### src/rtl/hybrid_sequencer_pkg.sv
// Shared types and helpers for the hybrid filter sequencer.
// The drop counter width is used only when HYBRID_SEQ_DROPCNT_EN is defined.
package hybrid_seq_p;

    typedef enum logic [1:0] {IDLE, FILL, COMPUTE, RUN} seq_state_t;

    localparam int DROP_CNT_W = 16;

    // Counter width for a modulo-x counter; never narrower than one bit.
    function automatic int cnt_width(input int x);
        return ($clog2(x) < 1) ? 1 : $clog2(x);
    endfunction

endpackage

### src/rtl/hybrid_sequencer_if.sv
// Ready/valid result stream from the sequencer's output FIFO to the consumer.
interface hybrid_sequencer_if #(
    parameter int OUT_WIDTH = 12
);
    logic [OUT_WIDTH-1:0] out_data;
    logic                 out_valid;
    logic                 out_ready;

    modport master (output out_data, output out_valid, input out_ready);
    modport slave  (input out_data, input out_valid, output out_ready);
endinterface

### src/rtl/hybrid_sequencer_out_fifo.sv
// Small result FIFO with a registered head read; a push into a full FIFO
// is dropped unless a pop frees a slot in the same cycle.
module seq_out_fifo #(
    parameter int OUT_WIDTH  = 12,
    parameter int FIFO_DEPTH = 4
) (
    input  logic                 clk,
    input  logic                 rst,
    input  logic                 flush,
    input  logic                 push,
    input  logic [OUT_WIDTH-1:0] din,
    input  logic                 pop,
    output logic [OUT_WIDTH-1:0] dout,
    output logic                 empty,
    output logic                 full,
    output logic                 drop
);
    localparam int AW = $clog2(FIFO_DEPTH);
    localparam int PW = AW + 1;

    logic [PW-1:0]        wr_ptr_q, wr_ptr_d;
    logic [PW-1:0]        rd_ptr_q, rd_ptr_d;
    logic [OUT_WIDTH-1:0] dout_q, dout_d;
    logic [OUT_WIDTH-1:0] mem_q [FIFO_DEPTH];
    logic                 do_pop, do_push;

    assign empty = (wr_ptr_q == rd_ptr_q);
    assign full  = (wr_ptr_q[AW-1:0] == rd_ptr_q[AW-1:0]) && (wr_ptr_q[AW] != rd_ptr_q[AW]);
    assign dout  = dout_q;

    // The head register looks ahead to the next read pointer; a push into an
    // empty FIFO bypasses the memory so the data is ready with out_valid.
    always_comb begin
        do_pop   = pop && !empty && !flush;
        do_push  = push && !flush && (!full || do_pop);
        drop     = push && !flush && full && !do_pop;
        rd_ptr_d = flush ? '0 : rd_ptr_q + PW'(do_pop);
        wr_ptr_d = flush ? '0 : wr_ptr_q + PW'(do_push);
        if (flush) begin
            dout_d = '0;
        end else if (do_push && (wr_ptr_q == rd_ptr_d)) begin
            dout_d = din;
        end else begin
            dout_d = mem_q[rd_ptr_d[AW-1:0]];
        end
    end

    always_ff @(posedge clk or negedge rst) begin
        if (!rst) begin
            wr_ptr_q <= '0;
            rd_ptr_q <= '0;
            dout_q   <= '0;
        end else begin
            wr_ptr_q <= wr_ptr_d;
            rd_ptr_q <= rd_ptr_d;
            dout_q   <= dout_d;
        end
    end

    always_ff @(posedge clk) begin
        if (do_push) begin
            mem_q[wr_ptr_q[AW-1:0]] <= din;
        end
    end

endmodule

### src/rtl/hybrid_sequencer.sv
// Single-clock sequencer for the two-stage hybrid filter: clock enables, warm-up FSM
// and result FIFO. Define HYBRID_SEQ_DROPCNT_EN to add the saturating drop_cnt output.
module hybrid_sequencer
    import hybrid_seq_p::*;
#(
    parameter int DSR1       = 2,
    parameter int DSR2       = 6,
    parameter int FILL_TICKS = 6,
    parameter int PIPE_TICKS = 1,
    parameter int OUT_WIDTH  = 12,
    parameter int FIFO_DEPTH = 4,
    localparam int P1W       = cnt_width(DSR1),
    localparam int P2W       = cnt_width(DSR2)
) (
    input  logic                  clk,
    input  logic                  rst,
    input  logic                  start,
    input  logic                  restart,
    input  logic [OUT_WIDTH-1:0]  res_in,
    output logic                  en_recurse,
    output logic                  en_ds,
    output logic                  load_back,
    output logic [P1W-1:0]        phase1,
    output logic [P2W-1:0]        phase2,
    output logic                  valid_compute,
    output logic                  overflow,
`ifdef HYBRID_SEQ_DROPCNT_EN
    output logic [DROP_CNT_W-1:0] drop_cnt,
`endif
    hybrid_sequencer_if.master    out_if
);
    localparam int TICK_MAX = (FILL_TICKS > PIPE_TICKS) ? FILL_TICKS : PIPE_TICKS;
    localparam int TICK_W   = cnt_width(TICK_MAX);

    seq_state_t       state_q, state_d;
    logic [P1W-1:0]   phase1_q, phase1_d;
    logic [P2W-1:0]   phase2_q, phase2_d;
    logic [TICK_W-1:0] tick_q, tick_d;
    logic             en_recurse_q, en_recurse_d;
    logic             en_ds_q, en_ds_d;
    logic             load_back_q, load_back_d;
    logic             push_arm_q, push_arm_d;
    logic             valid_compute_q, valid_compute_d;
    logic             overflow_q, overflow_d;

    logic active, seq_stop, seq_restart, seq_run, rec_hit, wrap2;
    logic fifo_flush, fifo_pop, fifo_empty, fifo_full, fifo_drop;
    logic [OUT_WIDTH-1:0] fifo_dout;

    assign active      = (state_q != IDLE);
    assign seq_stop    = active && !start;
    assign seq_restart = active && start && restart;
    assign seq_run     = active && start && !restart;
    assign rec_hit     = (phase1_q == P1W'(DSR1 - 1));
    assign wrap2       = (phase2_q == P2W'(DSR2 - 1));
    assign fifo_flush  = seq_stop || seq_restart;
    assign fifo_pop    = out_if.out_ready && !fifo_empty;

    // Strobes are registered from this cycle's counters; the FSM steps on the
    // same downsample tick so valid_compute changes together with en_ds.
    // push_arm remembers whether the tick was issued while already in RUN.
    always_comb begin
        state_d      = state_q;
        phase1_d     = phase1_q;
        phase2_d     = phase2_q;
        tick_d       = tick_q;
        overflow_d   = overflow_q | fifo_drop;
        en_recurse_d = seq_run && rec_hit;
        en_ds_d      = seq_run && rec_hit && wrap2;
        load_back_d  = seq_run && rec_hit && (phase2_q == '0);
        push_arm_d   = en_ds_d && (state_q == RUN);

        if (seq_stop) begin
            state_d  = IDLE;
            phase1_d = '0;
            phase2_d = '0;
            tick_d   = '0;
        end else if (seq_restart) begin
            state_d    = FILL;
            phase1_d   = '0;
            phase2_d   = '0;
            tick_d     = '0;
            overflow_d = 1'b0;
        end else if (state_q == IDLE) begin
            if (start) begin
                state_d = FILL;
            end
        end else begin
            if (rec_hit) begin
                phase1_d = '0;
                phase2_d = wrap2 ? '0 : phase2_q + P2W'(1);
            end else begin
                phase1_d = phase1_q + P1W'(1);
            end
            if (en_ds_d) begin
                case (state_q)
                    FILL: begin
                        if (tick_q == TICK_W'(FILL_TICKS - 1)) begin
                            state_d = COMPUTE;
                            tick_d  = '0;
                        end else begin
                            tick_d = tick_q + TICK_W'(1);
                        end
                    end
                    COMPUTE: begin
                        if (tick_q == TICK_W'(PIPE_TICKS - 1)) begin
                            state_d = RUN;
                            tick_d  = '0;
                        end else begin
                            tick_d = tick_q + TICK_W'(1);
                        end
                    end
                    default: ;
                endcase
            end
        end

        valid_compute_d = (state_d == COMPUTE) || (state_d == RUN);
    end

    always_ff @(posedge clk or negedge rst) begin
        if (!rst) begin
            state_q         <= IDLE;
            phase1_q        <= '0;
            phase2_q        <= '0;
            tick_q          <= '0;
            en_recurse_q    <= 1'b0;
            en_ds_q         <= 1'b0;
            load_back_q     <= 1'b0;
            push_arm_q      <= 1'b0;
            valid_compute_q <= 1'b0;
            overflow_q      <= 1'b0;
        end else begin
            state_q         <= state_d;
            phase1_q        <= phase1_d;
            phase2_q        <= phase2_d;
            tick_q          <= tick_d;
            en_recurse_q    <= en_recurse_d;
            en_ds_q         <= en_ds_d;
            load_back_q     <= load_back_d;
            push_arm_q      <= push_arm_d;
            valid_compute_q <= valid_compute_d;
            overflow_q      <= overflow_d;
        end
    end

    seq_out_fifo #(
        .OUT_WIDTH  (OUT_WIDTH),
        .FIFO_DEPTH (FIFO_DEPTH)
    ) u_fifo (
        .clk   (clk),
        .rst   (rst),
        .flush (fifo_flush),
        .push  (push_arm_q),
        .din   (res_in),
        .pop   (fifo_pop),
        .dout  (fifo_dout),
        .empty (fifo_empty),
        .full  (fifo_full),
        .drop  (fifo_drop)
    );

`ifdef HYBRID_SEQ_DROPCNT_EN
    logic [DROP_CNT_W-1:0] drop_cnt_q, drop_cnt_d;

    always_comb begin
        drop_cnt_d = drop_cnt_q;
        if (seq_restart) begin
            drop_cnt_d = '0;
        end else if (fifo_drop && (drop_cnt_q != '1)) begin
            drop_cnt_d = drop_cnt_q + DROP_CNT_W'(1);
        end
    end

    always_ff @(posedge clk or negedge rst) begin
        if (!rst) begin
            drop_cnt_q <= '0;
        end else begin
            drop_cnt_q <= drop_cnt_d;
        end
    end

    assign drop_cnt = drop_cnt_q;
`endif

    assign en_recurse       = en_recurse_q;
    assign en_ds            = en_ds_q;
    assign load_back        = load_back_q;
    assign phase1           = phase1_q;
    assign phase2           = phase2_q;
    assign valid_compute    = valid_compute_q;
    assign overflow         = overflow_q;
    assign out_if.out_valid = !fifo_empty;
    assign out_if.out_data  = fifo_dout;

    // fifo_full is only needed inside the FIFO's drop decision.
    logic unused_full;
    assign unused_full = fifo_full;

endmodule

### src/flat_wrapper.sv
// flat-port wrapper written by rule: the top's interface ports become plain ports
module hybrid_sequencer_flat import hybrid_seq_p::*;
#(
    parameter int DSR1       = 2,
    parameter int DSR2       = 6,
    parameter int FILL_TICKS = 6,
    parameter int PIPE_TICKS = 1,
    parameter int OUT_WIDTH  = 12,
    parameter int FIFO_DEPTH = 4,
    localparam int P1W       = cnt_width(DSR1),
    localparam int P2W       = cnt_width(DSR2)
)
  (clk, rst, start, restart, res_in, en_recurse, en_ds, load_back, phase1, phase2, valid_compute, overflow, out_if_out_data, out_if_out_valid, out_if_out_ready);
  hybrid_sequencer_if #(.OUT_WIDTH(OUT_WIDTH)) out_if_i ();
  input  logic clk;
  input  logic rst;
  input  logic start;
  input  logic restart;
  input  logic [OUT_WIDTH-1:0] res_in;
  output logic en_recurse;
  output logic en_ds;
  output logic load_back;
  output logic [P1W-1:0] phase1;
  output logic [P2W-1:0] phase2;
  output logic valid_compute;
  output logic overflow;
  output wire logic [$bits(out_if_i.out_data)-1:0] out_if_out_data;
  output wire logic [$bits(out_if_i.out_valid)-1:0] out_if_out_valid;
  input wire logic [$bits(out_if_i.out_ready)-1:0] out_if_out_ready;
  assign out_if_out_data = out_if_i.out_data;
  assign out_if_out_valid = out_if_i.out_valid;
  assign out_if_i.out_ready = out_if_out_ready;
  hybrid_sequencer #(.DSR1(DSR1), .DSR2(DSR2), .FILL_TICKS(FILL_TICKS), .PIPE_TICKS(PIPE_TICKS), .OUT_WIDTH(OUT_WIDTH), .FIFO_DEPTH(FIFO_DEPTH)) u_core (.clk(clk), .rst(rst), .start(start), .restart(restart), .res_in(res_in), .en_recurse(en_recurse), .en_ds(en_ds), .load_back(load_back), .phase1(phase1), .phase2(phase2), .valid_compute(valid_compute), .overflow(overflow), .out_if(out_if_i));
endmodule
### config.mk
export PLATFORM = sky130hd
export DESIGN_NAME = hybrid_sequencer_flat
export DESIGN_NICKNAME = d
export VERILOG_FILES = /design/src/rtl/hybrid_sequencer_pkg.sv /design/src/rtl/hybrid_sequencer_if.sv /design/src/rtl/hybrid_sequencer_out_fifo.sv /design/src/rtl/hybrid_sequencer.sv /design/src/flat_wrapper.sv
export SDC_FILE = /design/constraint.sdc
export NUM_CORES = 1
export LEC_CHECK = 0
export CAP_MARGIN = 15
export CORE_ASPECT_RATIO = 1.2
export CORE_MARGIN = 3
export CORE_UTILIZATION = 55
export DETAILED_ROUTE_END_ITERATION = 10
export GPL_TIMING_DRIVEN = 0
export PLACE_DENSITY = 0.85
export SYNTH_ARGS = -nofsm -noshare
export SYNTH_HDL_FRONTEND = slang
export SYNTH_HIERARCHICAL = 1
export SYNTH_SLANG_ARGS = --single-unit
### constraint.sdc
create_clock -name clk -period 4.1 [get_ports clk]
set_clock_uncertainty 0.15 [all_clocks]
set_input_delay 0.615 -clock clk [delete_from_list [all_inputs] [get_ports clk]]
set_output_delay 0.615 -clock clk [all_outputs]
set_load 0.02 [all_outputs]
==> flow_summary.toml <==
[power_and_ir_drop]
intPower_mw = 1.38
cellPowerDensity_nw_per_um2 = 441
power_mw = 1.92
ir_drop_uv = 352
switchingPower_mw = 0.538
p_comb_frac = 0.206
pwr-share-clk = 0.296
power_leakage_nw = 1.65
power_frac_seq = 0.498
swShare = 0.280

[routing]
remaining_drc_errors = 0
first_iter_violations = 107
firstDrtPassIters = 4
antenna_left = 0
routedWlPerCell_um = 17.0
routed_via_density = 5.69
vias = 2238
wirelength_mm = 6.70

[global_routing]
grt_pass1_wl_mm = 10.8
grt_pass1_vias = 2172
antenna_found_initial = 0
gr-usage-all-layers = 0.195
grt_max_degree = 34
grt_overflow_total = 0

[clock_tree]
numCtsBuffers = 9
clockBufferDepth = 2
cts.clk_slew.worst_paths_ps = 80
cts_sinks = 81
clkLatencyLatePin_ps = 340
htree_levels = 3
cts_tree = "built"
cts_root_buf = "clkbuf_8"

[critical_path]
critPathKind = "in -> reg"
cp-end-kind = "flop"
critPathLaunchType = "input pin"
arrival_ps = 3940
r2r_slack_ps = 280
r2r_cells = 14
critPathMaxFanout = 11
reg2reg_to = "u_core/u_fifo/dout[4]"
worstReg2RegStart = "u_core/state_q[1]"
crit_required_ps = 4180

[sta]
fin_crit_ps = 3860
period_share = 0.940
slew_headroom = 0.207
finalSetupViolCount = 0
hold-worst-slack_ps = 189
finalHoldViolCount = 0
rsz0062_at_grt = "no"
fmax_mhz = 259
tightestPinTransition_ps = 1180
slew_viol_final = 0

[logic_synthesis]
yosysTopAreaCellShare = 0.394
syn_area_um2 = 3660
async_reset_ff_frac = 0.407
synth_edf_count = 48
synth_area_leaders = "edfxtp_1 39%, dfrtp_1 23%, a211oi_1 4.9%"
syn_nets = 287
syn_area_per_cell_um2 = 14.2
synth_cells = 257
ys_types = 51
synth-seq-cells = 81
synth_top_flop_cell = "edfxtp_1"
synth_common_cells = "48 x edfxtp_1, 33 x dfrtp_1, 24 x a211oi_1"
yosys_warnings = 6
yosys.area.top_type = "edfxtp_1"
synth_seq_area_share = 0.620
synth.most_common_cell = "edfxtp_1"

[cells_and_area]
drive_gt1_frac = 0.167
postLayoutCellArea_um2 = 4360
syn2layout_area_growth_pct = 19.1
finalNetCount = 336
n_antenna_cell = 0

[placed_design]
numPortBuffers = 38
place_congestion = 0.835
dpl-instance-area_um2 = 4140
dp_hpwl_mm = 4.31

[run_status]
status = "complete, no violations"

[die]
num_rows = 31
initial_core_util = 0.586
die_height_um = 95.3
die-area_um2 = 7670
dieWidth_um = 80.4
boundaryPins = 39
design.core.area_um2 = 6240

[run]
max-cap-violations = 0

[min_path]
hold_class = "in -> async"
==> cell usage in the layout (no fill, tap or decap), types with 3 or more instances in the layout <==
master / synthesis / layout
edfxtp_1: 48 / 48
xnor2_1: 6 / 6
a21oi_1: 4 / 4
mux2_4: 10 / 10
buf_2: 4 / 5
nor2b_1: 17 / 17
mux2i_1: 13 / 13
a2bb2oi_1: 3 / 3
clkbuf_1: 4 / 4
clkdlybuf4s50_1: 0 / 37
nor2_1: 9 / 9
a211oi_1: 24 / 24
inv_1: 10 / 9
dfrtp_1: 33 / 33
ha_1: 13 / 12
clkinvlp_4: 0 / 3
clkbuf_8: 0 / 9
nor3_1: 3 / 3
nand2_1: 8 / 8
buf_4: 1 / 3
o21ai_0: 6 / 6
==> sequential cells by signal (all words and copies together) (netlist names), 2 cells and up <==
register and cells:
u_core/phase2 3, u_core/state_q 2, u_core/tick_q 3, u_core/u_fifo/dout 12, u_core/u_fifo/mem_q 48, u_core/u_fifo/rd_ptr_q 3, u_core/u_fifo/wr_ptr_q 3
==> area by class of cell <==
type,instances,area [µm²]
buffer,11,77.6
clock buffer,10,128
fill,460,1890
tap,82,103
multi-input combinational,153,1280
timing repair buffer,39,383
inverter,11,46.3
clock inverter,6,66.3
sequential,81,2270
==> routing by layer <==
layer	up-vias	share of wire	GRT usage
met5	-	0	0
met4	0	0.019	0.0859
met2	47	0.52	0.325
met1	1118	0.42	0.240
met3	13	0.040	0.0510
li1	1060	-	-
==> what timing repair did <==
action	in CTS	in global routing
hold buffers	0	0
pin swaps	0	0
resized for setup	3	5
buffers inserted	1	0
setup endpoints to repair	12	12
==> power groups by stage <==
| stage | Combinational (mW) | Sequential [mW] | Clock (mW) |
|---|---|---|---|
| after CTS | 0.390 | 0.958 | 0.584 |
| after global routing | 0.430 | 0.968 | 0.620 |
| after detailed placement | 0.377 | 0.976 | 0 |
| after floorplan | 0.176 | 1.02 | 0 |
| final | 0.396 | 0.958 | 0.568 |
| after global placement | 0.374 | 0.975 | 0 |
==> metrics by stage <==
| stage | TNS (ps) | setup WS, ps | util | instances |
|---|---|---|---|---|
| CTS | 0 | 44.8 | 0.695 | 394 |
| global route | 0 | 60.8 | 0.697 | 393 |
| floorplan | 0 | 305 | - | 257 |
| global placement | -10120 | -835 | 0.663 | 377 |
| finish | 0 | 244 | 0.697 | 393 |
| detailed placement | -10690 | -885 | 0.662 | 377 |
==> how the worst max path moves through the flow <==
stage                                  end  slack [ps]              start  cells past startpoint
floorplan           u_core/u_fifo/dout[10]         300  u_core/state_q[1]                     16
global placement     u_core/u_fifo/dout[1]        -830            restart                     16
detailed placement   u_core/u_fifo/dout[3]        -890            restart                     16
CTS                  u_core/u_fifo/dout[4]          40  u_core/state_q[1]                     15
global route         u_core/u_fifo/dout[4]          60  u_core/state_q[1]                     14
finish               u_core/u_fifo/dout[4]         240              start                     13
==> critical path, stage by stage <==
cell,delay (ps)
clkdlybuf4s50_1,590
a21o_4,190
clkinvlp_4,240
buf_4,270
nor3b_2,210
ha_1,250
buf_2,170
and2b_1,250
buf_2,230
buf_4,200
a211oi_1,310
a211oi_1,110
mux2_4,310
==> cell families after synthesis <==
family,share of synthesized area
muxes,0.0828
AOI/OAI and AO/OA,0.106
DFF,0.620
and+or+nand+nor,0.0951
xor gates and xnor gates,0.0188
buffers and inverters,0.0328
adders and majority gates,0.0445
Note: power is estimated with default switching activity, not from simulation.
